[config.mk]
export PLATFORM = sky130hd
export DESIGN_NAME = fetch_unit
export DESIGN_NICKNAME = d
export VERILOG_FILES = /design/src/rtl/fetch_pkg.sv /design/src/rtl/fetch_buffer.sv /design/src/rtl/fetch_unit.sv
export SDC_FILE = /design/constraint.sdc
export NUM_CORES = 1
export LEC_CHECK = 0
export BUFFER_PORTS_ARGS = -buffer_cell sky130_fd_sc_hd__buf_2
export CAP_MARGIN = 20
export CORE_MARGIN = 2
export CORE_UTILIZATION = 58
export DETAILED_ROUTE_END_ITERATION = 10
export PLACE_DENSITY = 0.9
export SETUP_SLACK_MARGIN = 0.5
export SYNTH_ARGS = -nofsm -noshare
export SYNTH_HDL_FRONTEND = slang
export SYNTH_SLANG_ARGS = --single-unit
[constraint.sdc]
create_clock -name clk -period 3.4 [get_ports clk]
set_clock_uncertainty 0.1 [all_clocks]
set_input_delay 0.51 -clock clk [delete_from_list [all_inputs] [get_ports clk]]
set_output_delay 0.51 -clock clk [all_outputs]
set_load 0.02 [all_outputs]
[src/rtl/fetch_pkg.sv]
// Shared types for the instruction fetch unit.
// The FAULT state exists only when FETCH_MISALIGN_TRAP_EN is defined.
package fetch_pkg;

  localparam logic [31:0] DEFAULT_RESET_PC = 32'h0000_0000;

`ifdef FETCH_MISALIGN_TRAP_EN
  typedef enum logic [1:0] {IDLE, RUN, FAULT} fetch_state_t;
`else
  typedef enum logic [1:0] {IDLE, RUN} fetch_state_t;
`endif

  typedef struct packed {
    logic [31:0] pc;
    logic [31:0] instr;
  } fetch_entry_t;

endpackage

[src/rtl/fetch_buffer.sv]
// Small fetch FIFO of {pc, instr} entries with flush; the head is visible combinationally.
// Push while full is accepted only when a pop frees a slot in the same cycle.
module fetch_buffer
  import fetch_pkg::*;
#(
  parameter int DEPTH = 2
) (
  input  logic                     clk,
  input  logic                     rst_n,
  input  logic                     flush,
  input  logic                     push,
  input  logic [31:0]              push_pc,
  input  logic [31:0]              push_instr,
  input  logic                     pop,
  output logic                     accepted,
  output logic [$clog2(DEPTH):0]   count,
  output logic [31:0]              head_pc,
  output logic [31:0]              head_instr
);

  localparam int PW = $clog2(DEPTH);

  fetch_entry_t  mem_reg [DEPTH];
  logic [PW-1:0] rd_ptr_reg;
  logic [PW-1:0] wr_ptr_reg;
  logic [PW:0]   count_reg;
  logic          do_pop;
  logic          do_push;

  assign do_pop   = pop && (count_reg != '0);
  assign do_push  = push && ((count_reg != (PW+1)'(DEPTH)) || do_pop);
  assign accepted = do_push && !flush;

  assign count      = count_reg;
  assign head_pc    = mem_reg[rd_ptr_reg].pc;
  assign head_instr = mem_reg[rd_ptr_reg].instr;

  // Entries are cleared on reset so the head reads as zero until the first push.
  always_ff @(posedge clk or negedge rst_n) begin
    if (!rst_n) begin
      rd_ptr_reg <= '0;
      wr_ptr_reg <= '0;
      count_reg  <= '0;
      for (int i = 0; i < DEPTH; i++) begin
        mem_reg[i] <= '0;
      end
    end else if (flush) begin
      rd_ptr_reg <= '0;
      wr_ptr_reg <= '0;
      count_reg  <= '0;
    end else begin
      if (do_push) begin
        mem_reg[wr_ptr_reg] <= '{pc: push_pc, instr: push_instr};
        wr_ptr_reg          <= wr_ptr_reg + PW'(1);
      end
      if (do_pop) begin
        rd_ptr_reg <= rd_ptr_reg + PW'(1);
      end
      count_reg <= count_reg + {{PW{1'b0}}, do_push} - {{PW{1'b0}}, do_pop};
    end
  end

endmodule

[src/rtl/fetch_unit.sv]
// Instruction fetch unit: pc register, IDLE/RUN FSM and a fetch buffer toward decode.
// Define FETCH_MISALIGN_TRAP_EN to trap misaligned redirects in a FAULT state.
module fetch_unit
  import fetch_pkg::*;
#(
  parameter logic [31:0] RESET_PC  = DEFAULT_RESET_PC,
  parameter int          BUF_DEPTH = 2
) (
  input  logic        clk,
  input  logic        rst_n,
  input  logic        fetch_en,
  output logic [31:0] imem_addr,
  input  logic [31:0] imem_instr,
  input  logic        redirect_valid,
  input  logic [31:0] redirect_pc,
  output logic        if_valid,
  output logic [31:0] if_instr,
  output logic [31:0] if_pc,
  input  logic        id_ready,
  output logic        if_fault
);

  fetch_state_t               state_reg;
  logic [31:0]                pc_reg;
  logic [31:0]                target;
  logic                       fetching;
  logic                       pushed;
  logic [$clog2(BUF_DEPTH):0] count;

`ifdef FETCH_MISALIGN_TRAP_EN
  logic fault_reg;
  logic misaligned;
  assign target     = redirect_pc;
  assign misaligned = redirect_pc[1:0] != 2'b00;
  assign if_fault   = fault_reg;
`else
  assign target   = {redirect_pc[31:2], 2'b00};
  assign if_fault = 1'b0;
`endif

  assign imem_addr = pc_reg;
  assign fetching  = (state_reg == RUN) && !redirect_valid;
  assign if_valid  = count != '0;

  fetch_buffer #(
    .DEPTH(BUF_DEPTH)
  ) u_buffer (
    .clk        (clk),
    .rst_n      (rst_n),
    .flush      (redirect_valid),
    .push       (fetching),
    .push_pc    (pc_reg),
    .push_instr (imem_instr),
    .pop        (id_ready),
    .accepted   (pushed),
    .count      (count),
    .head_pc    (if_pc),
    .head_instr (if_instr)
  );

  // A redirect wins over everything else, in every state.
  always_ff @(posedge clk or negedge rst_n) begin
    if (!rst_n) begin
      state_reg <= IDLE;
      pc_reg    <= RESET_PC;
`ifdef FETCH_MISALIGN_TRAP_EN
      fault_reg <= 1'b0;
`endif
    end else if (redirect_valid) begin
      pc_reg <= target;
`ifdef FETCH_MISALIGN_TRAP_EN
      if (misaligned) begin
        state_reg <= FAULT;
        fault_reg <= 1'b1;
      end else begin
        state_reg <= fetch_en ? RUN : IDLE;
        fault_reg <= 1'b0;
      end
`else
      state_reg <= fetch_en ? RUN : IDLE;
`endif
    end else begin
      if (pushed) begin
        pc_reg <= pc_reg + 32'd4;
      end
      case (state_reg)
        IDLE:    if (fetch_en) state_reg <= RUN;
        RUN:     if (!fetch_en) state_reg <= IDLE;
        default: state_reg <= state_reg;
      endcase
    end
  end

endmodule

==> impl_metrics.ini <==
[status]
status = completed

[die]
pin_count = 167
rows = 41
die_w_um = 116.4
die_height_um = 116.4
start_util_pct = 58.76
dieArea_um2 = 13540
floorplan.core_area_um2 = 12470

[drt]
dr_total_vias = 5111
wl_mm = 16.18
avgViaCountPerCell = 5.660
drt_pass1_iterations = 7
post_drt_wl_per_cell_um = 17.92
drtAntennaViolNets = 0
drcViolationCount = 0
drtIter0Drc = 285

[setup_path]
path_cells = nor3b_1, buf_4, or4_1, or4_1, a31oi_1
startpoint_type = register
crit_top_cell = or4_1
cp-end-kind = register
crit_buf_inv = 1
critical-path-top-delay-family = simple AND/OR/NAND/NOR gates
crit_arrival_ns = 2.84
crit_type = reg2reg
path_max_fanout = 18
critical_path_required_ns = 3.64
crit_path_max_incr_delay_ns = 0.86
slowest_stage = or4_1

[pwr]
p_leak_nw = 3.942
fin_total_pwr_mw = 7.609
ir_drop_mv = 0.5237
p_per_area_nw_per_um2 = 858.2

[clocking]
clock_path_buffers = 2
clockRootBuffer = clkbuf_16
clk_pin_slew_ns = 0.06
cts-buffers-inserted = 17
cts_setup_buffers = 0
clkSinkCount = 159
clock_latency_ns = 0.42
cts_tree = built
cts-resized-gates = 0
htree_levels = 4
holdBufCountCts = 0

[finish]
final_cell_mix = mux2_2, dfrtp_1, buf_2
final_nets = 790
largest_reg_flops = 124
n_antenna_cell = 0
layout_commonest_cell = mux2_2
drive_gt1_share_pct = 54.04
num-fill-cells = 857
area_growth_pct = 21.05

[global_route]
grt_usage_pct = 25.12
antenna_found_initial = 0
grt_overflow_total = 0
grt_pass1_vias = 5297
grt_pass1_wl_mm = 25.87
grt_max_degree = 81

[yosys]
synth_cells = 563
synth.top_cell.area_share_pct = 54.32
synth-seq-area-share_pct = 54.32
ys_types = 37
ys_warn_count = 0
yosys_register_bits = 159
syn_avg_cell_area_um2 = 13.01
synthTopCellsByArea = dfrtp_1, mux2_2, or4_1, nand2_1, a31oi_1
synth_area_um2 = 7325
yosysTopAreaCell = dfrtp_1

[flow_run]
cap_violations = 0

[timing]
period_share_pct = 76.52
report.final.slew_viol_count = 0
hold_violations = 0
timing.final.crit_period_ns = 2.602
rsz0062_at_grt = false
slew_headroom_pct = 50.54
tightest_slew_ns = 0.7419
setup_viol = 0
fmax_mhz = 384.4
setup_tns_ns = 0

[placed_design]
io_buffers = 159
place_hpwl_mm = 10.85
globalplace.congestion = 0.8211

[hold_path]
hold_path.class = in2async
==> metal layers <==
layer  up-vias  track usage, %  wire, µm
met5         -               0         0
met4         0           11.35       372
met3        35           6.124       929
met2       190           43.37      8591
met1      2548           29.86      6286
li1       2338               -         -
==> final cells by class <==
class	count	area (µm²)	area share, %
sequential	159	3980	44.89
multi-input combinational	363	3163	35.68
timing repair buffer	170	897.1	10.12
clock buffer	21	470.5	5.306
tap	172	215.2	2.427
clock inverter	11	113.9	1.284
inverter	7	26.28	0.2964
==> stage by stage <==
stage	hold WS (ns)	std cells	setup slack (ns)	util [%]	area, µm²
final	0.03722	903	0.7983	71.12	8866
after global routing	0.07563	903	0.7082	71.12	8866
after CTS	0.05133	903	0.8341	71.12	8866
after detailed placement	0.3869	871	0.7656	66.44	8282
after global placement	0.3812	871	0.8302	66.44	8282
after floorplan	0.1144	567	1.152	-	7340
==> kinds of logic after synthesis <==
| kind of cell | after synthesis | share of synthesized area (%) |
|---|---|---|
| AOI/OAI and AO/OA | 46 | 4.066 |
| xor gates and xnor gates | 12 | 1.435 |
| adders and majority gates | 3 | 0.5125 |
| buffers and inverters | 45 | 2.818 |
| DFF | 159 | 54.32 |
| muxes | 187 | 28.73 |
| other | 1 | 0.05120 |
| and+or+nand+nor | 110 | 8.063 |
==> worst paths after layout <==
kind | slack, ns | cells past startpoint | to | startpoint
max | 0.80 | 5 | imem_addr[26] | u_buffer.count[1]
min | 0.04 | 1 | u_buffer.mem_reg[47] | rst_n
max reg2reg | 0.80 | 5 | imem_addr[26] | u_buffer.count[1]
min reg2reg | 0.40 | 1 | u_buffer.mem_reg[13] | u_buffer.mem_reg[13]
max in group asynchronous | 2.17 | 2 | u_buffer.mem_reg[115] | rst_n
min in group clk | 0.10 | 1 | state_reg[0] | fetch_en
==> synthesized netlist by cell type <==
| cell type | instances |
|---|---|
| nor2_1 | 20 |
| nor3_1 | 4 |
| nor4_1 | 2 |
| mux2_2 | 186 |
| inv_1 | 6 |
| o311ai_0 | 2 |
| o211ai_1 | 5 |
| a31o_2 | 1 |
| or2_2 | 2 |
| nand4_1 | 5 |
| xnor2_1 | 9 |
| or3_1 | 4 |
| nand2b_1 | 2 |
| buf_2 | 15 |
| nand4_2 | 1 |
| nor3b_1 | 2 |
| nor3_2 | 1 |
| nand3_1 | 12 |
| dfrtp_1 | 159 |
| a31oi_1 | 15 |
| and3_1 | 3 |
| or4_4 | 1 |
| conb_1 | 1 |
| or4b_1 | 1 |
| o21ai_0 | 13 |
| ha_1 | 3 |
| o31ai_1 | 10 |
| or4_1 | 15 |
| and4_1 | 2 |
| nor2b_1 | 1 |
| and2_1 | 3 |
| clkbuf_1 | 18 |
| xor2_1 | 3 |
| nand2_1 | 29 |
| clkinv_1 | 1 |
| mux2i_1 | 1 |
| buf_4 | 5 |
==> power breakdown <==
part | internal, mW | switching [mW]
Sequential | 2.59 | 0.401
Clock | 1.13 | 0.728
Combinational | 1.34 | 1.42
Total | 5.06 | 2.55
(Power assumes the default switching activity.)
